--- src/rtl/secure_mem_bank.sv ---
// Password-gated memory bank: rewritable RAM lower half, write-once ROM upper half,
// with consecutive-failure counting and a timed lockout.
module secure_mem_bank #(
  parameter int unsigned       DATA_W      = 8,
  parameter int unsigned       ADDR_W      = 4,
  parameter int unsigned       PW_W        = 8,
  parameter logic [PW_W-1:0]   RAM_PW      = 8'hBF,
  parameter logic [PW_W-1:0]   ROM_PW      = 8'h3E,
  parameter int unsigned       MAX_FAIL    = 3,
  parameter int unsigned       LOCK_CYCLES = 16
) (
  input  logic              clk,
  input  logic              rst,
  input  logic [PW_W-1:0]   password_input,
  input  logic [ADDR_W-1:0] addr,
  input  logic [DATA_W-1:0] data_input,
  input  logic              write_enable,
  input  logic              read_enable,
  output logic [DATA_W-1:0] data_output,
  output logic              data_valid,
  output logic              auth_fail,
  output logic              op_err,
  output logic              locked
);

  localparam int unsigned Depth  = 2 ** ADDR_W;
  localparam int unsigned FailW  = (MAX_FAIL < 2) ? 1 : $clog2(MAX_FAIL + 1);
  localparam int unsigned TimerW = $clog2(LOCK_CYCLES + 1);

  typedef enum logic {StOpen, StLocked} state_t;

  state_t              state;
  logic [DATA_W-1:0]   mem [Depth];
  logic [Depth-1:0]    programmed;
  logic [FailW-1:0]    fail_cnt;
  logic [TimerW-1:0]   timer;

  logic                is_rom;
  logic [PW_W-1:0]     region_pw;
  logic                pw_ok;

  assign is_rom    = addr[ADDR_W-1];
  assign region_pw = is_rom ? ROM_PW : RAM_PW;
  assign pw_ok     = (password_input == region_pw);

  always_ff @(posedge clk or posedge rst) begin
    if (rst) begin
      state       <= StOpen;
      data_output <= '0;
      data_valid  <= 1'b0;
      auth_fail   <= 1'b0;
      op_err      <= 1'b0;
      locked      <= 1'b0;
      programmed  <= '0;
      fail_cnt    <= '0;
      timer       <= '0;
      for (int i = 0; i < Depth; i++) begin
        mem[i] <= '0;
      end
    end else begin
      data_valid <= 1'b0;
      auth_fail  <= 1'b0;
      op_err     <= 1'b0;
      unique case (state)
        StOpen: begin
          if (write_enable && read_enable) begin
            op_err <= 1'b1;
          end else if (write_enable || read_enable) begin
            if (!pw_ok) begin
              auth_fail <= 1'b1;
              if (fail_cnt == FailW'(MAX_FAIL - 1)) begin
                state    <= StLocked;
                locked   <= 1'b1;
                timer    <= TimerW'(LOCK_CYCLES);
                fail_cnt <= '0;
              end else begin
                fail_cnt <= fail_cnt + 1'b1;
              end
            end else begin
              fail_cnt <= '0;
              if (write_enable) begin
                // ROM words accept exactly one write between resets
                if (is_rom && programmed[addr]) begin
                  op_err <= 1'b1;
                end else begin
                  mem[addr] <= data_input;
                  if (is_rom) programmed[addr] <= 1'b1;
                end
              end else begin
                data_output <= mem[addr];
                data_valid  <= 1'b1;
              end
            end
          end
        end
        StLocked: begin
          // Leaving on timer==1 keeps locked high for exactly LOCK_CYCLES clocks
          if (timer <= TimerW'(1)) begin
            state  <= StOpen;
            locked <= 1'b0;
            timer  <= '0;
          end else begin
            timer <= timer - 1'b1;
          end
        end
        default: state <= StOpen;
      endcase
    end
  end

endmodule

--- config.mk ---
export PLATFORM = sky130hd
export DESIGN_NAME = secure_mem_bank
export DESIGN_NICKNAME = d
export VERILOG_FILES = /design/src/rtl/secure_mem_bank.sv
export SDC_FILE = /design/constraint.sdc
export NUM_CORES = 1
export LEC_CHECK = 0
export CORE_ASPECT_RATIO = 1.1
export CORE_MARGIN = 2
export CORE_UTILIZATION = 45
export DETAILED_ROUTE_END_ITERATION = 12
export GPL_TIMING_DRIVEN = 0
export PLACE_DENSITY = 0.59
export SETUP_SLACK_MARGIN = 0.02
export SKIP_LAST_GASP = 1
export SLEW_MARGIN = 20
export SYNTH_ARGS = -nofsm -noshare
export SYNTH_HDL_FRONTEND = slang
export SYNTH_SLANG_ARGS = --single-unit
--- constraint.sdc ---
create_clock -name clk -period 11.72 [get_ports clk]
set_input_delay 1.172 -clock clk [delete_from_list [all_inputs] [get_ports clk]]
set_output_delay 1.172 -clock clk [all_outputs]
set_load 0.005 [all_outputs]
# == Word level (Yosys, flattened, before mapping) ==
# Cells that the tools add are included.
# totals
ff_bits,164
latch_bits,0
ramBits,0
rom_bits,0
input_bits,24
output_inout_bits,12
elab_cells,102
n_memories,0
# classes
addsub,2
mul,0
n_div,0
magnitude_cmp,5
n_eq_ne,7
shifts,0
muxes,46
bitwise_logic,6
reduce_logical,11
# op_table
op,n
$bwmux 128,1
$bmux 8 s4,1
$demux 8 s4,1
$mux 8,4
$mux 1,27
$mux 5,5
$or 16x16->16,1
$pmux 5 s2,1
$reduce_and 5->1,2
$eq 8x8->1,1
$ne 2x2->1 const B,4
$reduce_and 7->1,1
$reduce_and 6->1,1
$ge 5x5->1 const B,1
$le 5x1->1 const B,1
$lt 4x5->1 const B,1
$lt 5x1->1 const B,1
$not 4->5,1
$sub 5x1->5 const B,1
$bmux 1 s4,1
$demux 1 s4,1
$ge 4x1->1 const B,1
$logic_and 1x1->1,4
$mux 2,2
other kinds (8),12

# == Logic depth before layout (Yosys ltp) ==
# depth
depth_word,9
ltp_mapped,6
mapped_depth_nobuf,6

# == Worst setup path after synthesis ==
# OpenSTA, ideal clock, no wires.
# synth_timing
path_kind,input to register
from,in addr[2]
to,reg mem[40] (netlist bit)
setup_time_ns,0.125
arrival_ns,3.069
required_ns,11.595
setup_slack_ns,8.526
cell_stages,6
path_buffers,2
cell_sequence,clkbuf_1 -> mux4_2 -> mux2_4 -> or4b_1 -> buf_6 -> mux2_4
# synth_between
elab_chain_len,6
word_cells_on_any_way,12
classes_between,order compare (2); mux (5); bitwise (2); reduce/logical (3)
# synth_rtl
element,line_no,rtl
from (decl),15,"input logic [ADDR_W-1:0] addr,"
$not 4->5 (not written as such),86,mem[addr] <= data_input;
$ge 5x5->1 (not written as such) / $lt 5x1->1 (equally long branches),86,
$logic_and 1x1->1 (not written as such),86,
$mux 8 (not written as such),86,
$demux 8 s4,86,
$bwmux 128,86,
"to (signal, indexed assignment)",86,
to (decl),33,logic [DATA_W-1:0] mem [Depth];
# Several ways; a longest one is shown, not always the timed one. The select of a mux whose other input is x is not followed.
# A chain may end at the register's enable or synchronous reset.

# == Final worst setup path ==
# layout_timing
from,in addr[2]
to,reg mem[0] (netlist bit)
# The elaborated chain is that of the path after synthesis.

==> reports/qor.csv <==
metric,value,unit
nNetsFinal,550,
syn-mean-instance-area,16.1,µm²
worstRegToRegCells,5,
ys_seq_elements,156,
max_cap_viol_count,0,
rrSetupSlack,8960,ps
start_util,45.9,%
power_density,141,mW/mm²
p_leak,4.21,nW
cts_tree,done,
cp_common_cell,mux2_4,
period_needed,3850,ps
wl_per_cell,24.1,µm
vias_per_cell,5.76,
fin_skew,5.97,ps
drt_iter0_markers,279,
ctsResizeCount,0,
clkPwrFrac,43.5,%
cts_buffer_depth,2,
boundaryPins,36,
cp_max_fo,10,
drc,0,
holdBufCountCts,0,
dieArea,0.0177,mm²
die_w,127,µm
die_h,139,µm
run_status,"complete, no violations",
worstPathArrival,4150,ps
rsz0062_at_grt,no,
critPathCaptureType,register,
cp-start-kind,input pin,
antenna_left,0,
final_cells,741,
antenna_found_initial,0,
clock-root-buffer,clkbuf_16,
power.net_switching,0.000311,W
ir_worst_vdd,105,µV
coreArea,0.0163,mm²
cp_slowest_cell,nor4_4,
num_rows,49,
hpwl,11200,µm
slew_viol_final,0,
min_path_cells,1,
finalCritPeriodShare,32.8,%
syn-num-nets,491,
placedCellCount,709,
tightest_slew,1140,ps
num_antenna_cells,0,
cts_buffers,17,
seqPwrFrac,46.2,%
postSynth.asyncResetShare,100,%
hp-start,programmed[13],
drive_gt1_share,31.5,%
vias,4268,
globalplace.congestion,0.758,
timing.rr.start,state,
grt_pass1_wl,27900,µm
hp-class,reg -> reg,
max_freq,0.260,GHz
finalHoldViolations,0,
setup_viol,0,
synth_warnings,0,
synth_edf_count,0,
clock_latency,420,ps
track_usage,21.5,%
fin_tns_setup,0,ps
cts_max_level,4,
ys.flop_type,dfrtp_1,
path_delay_family,multiplexers,
regToRegEndpoint,mem[0],
drt_pass1_iterations,4,
grt_pass1_vias,4554,
netlist_area,0.00749,mm²
postCtsSetupRepairBufs,0,
netlist-cell-type-count,48,
grt_overflow_total,0,
holdWs,464,ps
grt_max_degree,82,
syn_inst,465,
cp.required,12020,ps
critical_path_buf_inv_count,2,
p_sw_share,25.2,%
drt_wl_total,17900,µm
dpl_worst_slack,7460,ps
p_int,0.000924,W
critPathMaxStageDelay,950,ps
clk_pin_slew,60,ps
criticalPathCategory,in -> reg,
cts.sinks,156,
setup_ws,7870,ps
p_comb_share,10.3,%
yosysSeqAreaShare,52.1,%
port_buffers,35,
worstPathCellList,clkdlybuf4s50_1 > clkbuf_1 > mux4_2 > mux2_4 > nor4_4 > mux2_4,
min_to,programmed[13],
area_delta_synth_final,16.9,%
fillers,1315,
relSlewSlack,23.3,%
[routing by layer]
| metal | routed length, µm | part of all wire [%] | vias up | global-route usage [%] |
|---|---|---|---|---|
| li1 | - | - | 1868 | - |
| met1 | 8050 | 45 | 2287 | 30.4 |
| met2 | 8800 | 49 | 92 | 34.2 |
| met3 | 734 | 4.1 | 21 | 3.58 |
| met4 | 270 | 1.5 | 0 | 6.94 |
| met5 | 0 | 0 | - | 0 |
[through the flow]
stage | power [W] | instance area (µm²) | utilization [%]
floorplan | 0.000665 | 7490 | -
global placement | 0.000703 | 8100 | 49.7
detailed placement | 0.000709 | 8190 | 50.2
CTS | 0.00124 | 8760 | 53.7
global route | 0.00129 | 8760 | 53.7
finish | 0.00123 | 8760 | 53.7
[synth_stat cells (2+ instances only)]
cell type,instances,area (µm²)
nand3b_1,2,15.0
a31oi_1,2,12.5
mux2_4,65,976
buf_6,4,45.0
xnor2_1,2,17.5
nor3b_1,4,30.0
mux2_2,6,67.6
nor3_1,3,15.0
nor4_4,9,191
or2_2,2,12.5
mux2i_1,16,160
clkbuf_1,16,60.1
mux2_1,59,664
nand2b_1,7,43.8
mux4_2,34,766
or4_1,2,15.0
o2bb2ai_1,2,17.5
buf_2,7,35.0
a21o_1,2,15.0
nand2_1,13,48.8
a21oi_1,3,15.0
inv_1,5,18.8
nor2_1,3,11.3
buf_1,3,11.3
ha_1,2,25.0
dfrtp_1,156,3900
o221ai_1,8,70.1
or4b_1,4,40.0
or2_1,5,31.3
[worst max path at each step]
stage / slack (ps) / startpoint / cells past startpoint / endpoint
5_1_grt: 7750 / addr[2] / 6 / mem[5]
3_5_place_dp: 7460 / addr[2] / 6 / mem[4]
6_report: 7870 / addr[2] / 6 / mem[0]
2_1_floorplan: 6340 / rst / 1 / auth_fail
4_1_cts: 7880 / addr[2] / 6 / mem[3]
3_3_place_gp: 4300 / rst / 2 / mem[11]
[cells by family (layout without fill, tap and decap cells)]
group,after synthesis,after routing,synth area share [%]
and+or+nand+nor,62,62,6.88
AOI/OAI and AO/OA,27,27,2.91
xor gates and xnor gates,3,3,0.351
buffers and inverters,35,107,2.27
DFF,156,156,52.1
muxes,180,180,35.2
adders and majority gates,2,2,0.334
[flip-flops by register name (all words and copies together) (netlist names)]
name	count
timer	5
data_output	8
op_err	1
mem	128
programmed	8
fail_cnt	2
state	1
auth_fail	1
data_valid	1
locked	1
[power by group through the flow]
stage                     logic (W)  clock network, W  registers, W
final                      0.000128          0.000537      0.000570
after global routing       0.000143          0.000569      0.000573
after CTS                  0.000130          0.000545      0.000570
after detailed placement   0.000129                 0      0.000580
after global placement     0.000124                 0      0.000579
after floorplan           0.0000880                 0      0.000577
[layout make-up]
type,count,area [µm²],area share (%)
Buffer,30,151,1.73
Clock buffer,22,484,5.53
Clock inverter,10,88.8,1.01
Inverter,5,26.3,0.300
Multi-Input combinational cell,274,3420,39.1
Sequential cell,156,3900,44.6
Tap cell,204,255,2.91
Timing Repair Buffer,40,427,4.87
[layout by cell type (no fill, tap or decap), types with 5 or more instances in the layout]
cell type / Yosys / routed
mux2i_1: 16 / 16
dfrtp_1: 156 / 156
nand2b_1: 7 / 7
clkbuf_16: 0 / 17
buf_6: 4 / 7
or2_1: 5 / 5
mux4_2: 34 / 34
clkbuf_1: 16 / 17
mux2_1: 59 / 59
clkdlybuf4s50_1: 0 / 35
nor4_4: 9 / 9
mux2_4: 65 / 65
buf_2: 7 / 7
mux2_2: 6 / 6
o221ai_1: 8 / 8
nand2_1: 13 / 13
No activity file was read; power rests on OpenSTA's default activity.
